$ cat src/rtl/uart_rx_fifo_port.sv
// Memory-mapped UART receiver (8N1, or 8E1 with UART_RX_PARITY_EN) feeding a receive FIFO.
// Registers: 0 RXDATA (read pops), 1 STATUS (write-1-to-clear sticky bits 2..4).
module uart_rx_fifo_port #(
  parameter int unsigned CLK_FREQ   = 50_000_000,
  parameter int unsigned BAUD_RATE  = 115200,
  parameter int unsigned FIFO_DEPTH = 8
) (
  input  logic        clk,
  input  logic        rst,
  input  logic [31:0] Address,
  input  logic [31:0] DataIn,
  input  logic        Select,
  input  logic        Write,
  input  logic        Read,
  output logic [31:0] DataOut,
  input  logic        rx,
  output logic        rx_irq
);

  localparam int unsigned ClksPerBit = CLK_FREQ / BAUD_RATE;
  localparam int unsigned CntW       = (ClksPerBit > 2) ? $clog2(ClksPerBit) : 1;
  localparam int unsigned AddrW      = $clog2(FIFO_DEPTH);
  localparam logic [CntW-1:0] FullReload = CntW'(ClksPerBit - 1);
  localparam logic [CntW-1:0] HalfReload = CntW'(ClksPerBit / 2 - 1);

  typedef enum logic [2:0] {StIdle, StStart, StData, StParity, StStop} state_e;

  state_e          state_q, state_d;
  logic [CntW-1:0] cnt_q, cnt_d;
  logic [2:0]      idx_q, idx_d;
  logic [7:0]      shift_q, shift_d;
  logic            par_bad_q, par_bad_d;
  logic            push_q, push_d;
  logic            frame_set, par_set;
  logic            rx_meta_q, rxs_q, rxs_prev_q;

  logic [AddrW:0]  wptr_q, rptr_q;
  logic [7:0]      mem_q [FIFO_DEPTH];
  logic            empty, full, pop_cond, pop_seen_q, pop, do_push;
  logic            wr_status;
  logic            overrun_q, frame_err_q, parity_err_q;
  logic [2:0]      clr;

  logic unused_bits;
  assign unused_bits = ^{Address[31:4], Address[1:0], DataIn[31:5], DataIn[1:0]};

  always_ff @(posedge clk or negedge rst) begin
    if (!rst) begin
      rx_meta_q  <= 1'b1;
      rxs_q      <= 1'b1;
      rxs_prev_q <= 1'b1;
    end else begin
      rx_meta_q  <= rx;
      rxs_q      <= rx_meta_q;
      rxs_prev_q <= rxs_q;
    end
  end

  always_comb begin
    state_d   = state_q;
    cnt_d     = cnt_q;
    idx_d     = idx_q;
    shift_d   = shift_q;
    par_bad_d = par_bad_q;
    push_d    = 1'b0;
    frame_set = 1'b0;
    par_set   = 1'b0;
    unique case (state_q)
      StIdle: begin
        if (rxs_prev_q && !rxs_q) begin
          cnt_d   = HalfReload;
          state_d = StStart;
        end
      end
      StStart: begin
        if (cnt_q != '0) begin
          cnt_d = cnt_q - 1'b1;
        end else if (rxs_q) begin
          state_d = StIdle;
        end else begin
          cnt_d     = FullReload;
          idx_d     = '0;
          par_bad_d = 1'b0;
          state_d   = StData;
        end
      end
      StData: begin
        if (cnt_q != '0) begin
          cnt_d = cnt_q - 1'b1;
        end else begin
          shift_d = {rxs_q, shift_q[7:1]};
          cnt_d   = FullReload;
          idx_d   = idx_q + 3'd1;
          if (idx_q == 3'd7) begin
`ifdef UART_RX_PARITY_EN
            state_d = StParity;
`else
            state_d = StStop;
`endif
          end
        end
      end
      StParity: begin
        if (cnt_q != '0) begin
          cnt_d = cnt_q - 1'b1;
        end else begin
          // Even parity: the parity bit must equal the XOR of the data bits.
          if (rxs_q != ^shift_q) begin
            par_set   = 1'b1;
            par_bad_d = 1'b1;
          end
          cnt_d   = FullReload;
          state_d = StStop;
        end
      end
      StStop: begin
        if (cnt_q != '0) begin
          cnt_d = cnt_q - 1'b1;
        end else begin
          if (!rxs_q) frame_set = 1'b1;
          else if (!par_bad_q) push_d = 1'b1;
          state_d = StIdle;
        end
      end
      default: state_d = StIdle;
    endcase
  end

  always_ff @(posedge clk or negedge rst) begin
    if (!rst) begin
      state_q   <= StIdle;
      cnt_q     <= '0;
      idx_q     <= '0;
      shift_q   <= '0;
      par_bad_q <= 1'b0;
      push_q    <= 1'b0;
    end else begin
      state_q   <= state_d;
      cnt_q     <= cnt_d;
      idx_q     <= idx_d;
      shift_q   <= shift_d;
      par_bad_q <= par_bad_d;
      push_q    <= push_d;
    end
  end

  assign empty     = (wptr_q == rptr_q);
  assign full      = (wptr_q[AddrW] != rptr_q[AddrW]) &&
                     (wptr_q[AddrW-1:0] == rptr_q[AddrW-1:0]);
  assign pop_cond  = Select && Read && (Address[3:2] == 2'd0);
  // Only the first cycle of a held read pops.
  assign pop       = pop_cond && !pop_seen_q && !empty;
  assign do_push   = push_q && (!full || pop);
  assign wr_status = Select && Write && (Address[3:2] == 2'd1);
  assign clr       = wr_status ? DataIn[4:2] : 3'b000;
  assign rx_irq    = !empty;

  always_ff @(posedge clk) begin
    if (do_push) mem_q[wptr_q[AddrW-1:0]] <= shift_q;
  end

  always_ff @(posedge clk or negedge rst) begin
    if (!rst) begin
      wptr_q       <= '0;
      rptr_q       <= '0;
      pop_seen_q   <= 1'b0;
      overrun_q    <= 1'b0;
      frame_err_q  <= 1'b0;
      parity_err_q <= 1'b0;
    end else begin
      pop_seen_q   <= pop_cond;
      if (do_push) wptr_q <= wptr_q + 1'b1;
      if (pop) rptr_q <= rptr_q + 1'b1;
      overrun_q    <= (overrun_q & ~clr[0]) | (push_q & full & ~pop);
      frame_err_q  <= (frame_err_q & ~clr[1]) | frame_set;
`ifdef UART_RX_PARITY_EN
      parity_err_q <= (parity_err_q & ~clr[2]) | par_set;
`else
      parity_err_q <= 1'b0;
`endif
    end
  end

  always_comb begin
    DataOut = '0;
    if (Select) begin
      unique case (Address[3:2])
        2'd0:    DataOut = empty ? 32'd0 : {24'd0, mem_q[rptr_q[AddrW-1:0]]};
        2'd1:    DataOut = {27'd0, parity_err_q, frame_err_q, overrun_q, full, !empty};
        default: DataOut = '0;
      endcase
    end
  end

endmodule

$ cat config.mk
export PLATFORM = sky130hd
export DESIGN_NAME = uart_rx_fifo_port
export DESIGN_NICKNAME = d
export VERILOG_FILES = /design/src/rtl/uart_rx_fifo_port.sv
export SDC_FILE = /design/constraint.sdc
export NUM_CORES = 1
export LEC_CHECK = 0
export CAP_MARGIN = 40
export CORE_ASPECT_RATIO = 0.5
export CORE_MARGIN = 2
export CORE_UTILIZATION = 50
export DETAILED_ROUTE_END_ITERATION = 10
export HOLD_SLACK_MARGIN = 0.15
export PLACE_DENSITY = 0.85
export SETUP_SLACK_MARGIN = 0.4
export SYNTH_ARGS = -nofsm -noshare
export SYNTH_HDL_FRONTEND = slang
export SYNTH_SLANG_ARGS = --single-unit
$ cat constraint.sdc
create_clock -name clk -period 7 [get_ports clk]
set_clock_uncertainty 0.05 [all_clocks]
set_input_delay 1.4 -clock clk [delete_from_list [all_inputs] [get_ports clk]]
set_output_delay 1.4 -clock clk [all_outputs]
set_load 0.02 [all_outputs]
==> results.txt <==
Max Freq: 204 MHz
mapped cell area: 0.00467 sq mm
synthesis-to-finish area growth: 11.4%
Post-synth EDFFs: 64
Worst R2R Start: rptr_q[0]
most common cell after layout, fill and taps aside: edfxtp_1
predominant post-synthesis flop cell: edfxtp_1
first-pass GRT wire length: 13500 um
multiplexer area fraction after synthesis: 11.4%
nets: 429
Pwr per Cell Area: 246 mW/mm^2
Synth Area in Simple Gates: 9.35%
Hold Crit Endpoint: rxs_q
Initial Util: 52.5%
IO Port Bufs: 18
CP Max Fanout: 4
R2R depth: 7
Overall Global Routing Usage: 17.8%
later-pin clock latency in the skew report: 0.35 ns
status: complete, no violations
cell type with the largest total area after synthesis: edfxtp_1
Worst R2R Setup Slack: 3.96 ns
drt pass-1 iters: 5
min-delay src: rx_meta_q
Reg2Reg Capture Point: mem_q[1][1]
final worst path period share: 70.2%
largest family of logic cells by synthesized area: multiplexers
GPL Wtd Cong: 0.776
Inserted Clock Buffers: 9
clk sinks: 103
Critical Path AT: 3.46 ns
Hold WC Path Type: reg -> reg
Worst Setup Start Kind: input pin
area share of the largest cell type after synthesis: 41.1%
PostCTS Resize Cnt: 0
first-iteration detailed-routing DRC count: 235
Worst Tran Pin Value: 0.909 ns
crit end category: output port
Gate power share: 8.9%
Vias: 2658
fin crit period: 4.91 ns
H-tree depth: 3
Syn Inst Count: 330
ANT nets after route: 0
RSZ-0062 raised after global routing: no
hold depth: 0
Ys Warns: 0
Seq/Total Area, Yosys: 62.1%
WL per Instance: 17.7 um
GR Overflow Total: 0
die width: 141 um
Mean Syn Cell Area: 14.2 sq um
pin count of the biggest net entering global routing: 37
DP HPWL: 5500 um
Seq cells post-synth: 103
Distinct cells, synth: 50
Slew headroom: 39.1%
synthesized-area fraction occupied by ao, oa, aoi and oai cells: 6.35%
Psw: 323 uW
Clock Path Buffers: 2
dpl cells: 459
Static Leak: 1.87 nW
Routed WL: 8430 um
Crit Path Class: in -> out
Die ar.: 0.0102 sq mm
switching portion of total power: 25.2%
initial antenna violation count: 0
number of remaining DRC errors: 0
part of the power in registers: 54.0%
Final Hold Fails: 0
post-CTS setup buffer count: 0
die height: 72.3 um
final setup TNS: 0 ns
CTS clock-pin slew for the worst setup and hold paths: 0.07 ns
Final Instance Count excl. Fillers: 476
row count: 24
layout cells sized above 1: 15.3%
I/O pin count: 103
n_diodes: 0
adder and majority gate portion of the synthesized area: 1.34%
power share of the clock group: 37.2%
CTS tree: yes
Max VDD drop: 0.123 mV
Setup violations, final: 0
FFs w/ async S/R, synth: 37.9%
hold buffers post-CTS: 0
Cell Int Power: 959 uW
most frequent cells in the layout: edfxtp_1 (64), dfrtp_1 (36), nor2_1 (24), conb_1 (24), clkdlybuf4s50_1 (17)
core footprint: 0.00889 sq mm
total of max-cap violations: 0
clock root buffer: clkbuf_16
WP data required: 5.55 ns
via/cell ratio: 5.58
vias in the first global route: 2564
top cells by area, synth: edfxtp_1 (41%), dfrtp_1 (19%), mux4_2 (7.7%)
fin. max-slew vios: 0
xor and xnor fraction of the mapped netlist area: 3.56%
## cell usage after synthesis (all sizes together), types with 2 or more instances
library cell,instances
edfxtp,64
dfrtp,36
buf,29
nor2,24
mux4,16
xnor2,16
nand2,13
nor3,11
mux2,10
o21ai,10
a21oi,8
clkbuf,8
inv,8
mux2i,6
nand2b,6
nand3,6
ha,5
nor2b,4
nor4,4
a211oi,3
a22o,3
dfstp,3
nand4,3
o21a,3
or3,3
xor2,3
a21o,2
nor3b,2
nor4b,2
o22a,2
o22ai,2
o31a,2
o41ai,2
or2,2
or4,2
## metal layers
| layer | track usage [%] | vias to the layer above | routed length (um) |
|---|---|---|---|
| met3 | 4.82 | 16 | 511 |
| met2 | 29.4 | 121 | 4120 |
| met4 | 5.78 | 0 | 159 |
| li1 | - | 1233 | - |
| met5 | 0 | - | 0 |
| met1 | 23.4 | 1288 | 3640 |
## kinds of logic (layout without fill, tap and decap cells)
logic type,count (synthesis),count (layout)
AND/OR/NAND/NOR,82,82
other,1,24
AO/OA/AOI/OAI,43,43
adder cells (fa/ha/maj),5,5
buffers and inverters,45,51
flip-flops,103,103
multiplexers,32,32
XOR/XNOR,19,19
## stage by stage
stage               instance area, sq um  util, %  hold WS, ns  setup WS, ns  power, mW
floorplan                           4760        -        0.295          3.24      0.794
CTS                                 5190     58.4        0.307          2.11       1.29
finish                              5200     58.5        0.307          2.09       1.28
global placement                    4880     54.9        0.296          2.18      0.809
global route                        5200     58.5        0.308          1.98       1.33
detailed placement                  4910     55.2        0.298          2.16      0.816
## worst max path at each step
stage | endpoint | from | cells after the start | slack (ns)
after global placement | DataOut[6] | Select | 6 | 2.18
final | DataOut[6] | Select | 6 | 2.09
after global routing | DataOut[6] | Select | 6 | 1.98
after floorplan | DataOut[3] | Address[2] | 3 | 3.24
after detailed placement | DataOut[6] | Select | 6 | 2.16
after CTS | DataOut[6] | Select | 6 | 2.11
## registers in the layout, indices dropped and copies added, names as in the netlist
name	count
rxs_prev_q	1
pop_seen_q	1
overrun_q	1
idx_q	3
rptr_q	4
rxs_q	1
frame_err_q	1
shift_q	8
wptr_q	4
cnt_q	9
state_q	3
rx_meta_q	1
par_bad_q	1
mem_q	64
push_q	1
## power groups by stage
stage                     clock network (mW)  registers [mW]  logic (mW)
after global routing                   0.507           0.694       0.131
final                                  0.476           0.691       0.114
after global placement                     0           0.702       0.107
after CTS                              0.486           0.691       0.113
after detailed placement                   0           0.703       0.112
after floorplan                            0           0.694      0.0996
## worst max-delay path, stage by stage
cell and delay (ns):
clkdlybuf4s50_1 0.47, nor2b_1 0.27, nand2_1 0.17, or2_2 0.37, nor2_1 0.14, clkdlybuf4s50_1 0.65
## layout make-up
class | count | area, sq um
fillers | 639 | 3690
inverters | 8 | 30.0
clock inverters | 7 | 61.3
clock buffers | 9 | 225
multi-input cells | 205 | 1590
well taps | 117 | 146
repair buffers | 27 | 253
flip-flops and latches | 103 | 2900
Note: power is estimated with default switching activity, not from simulation.
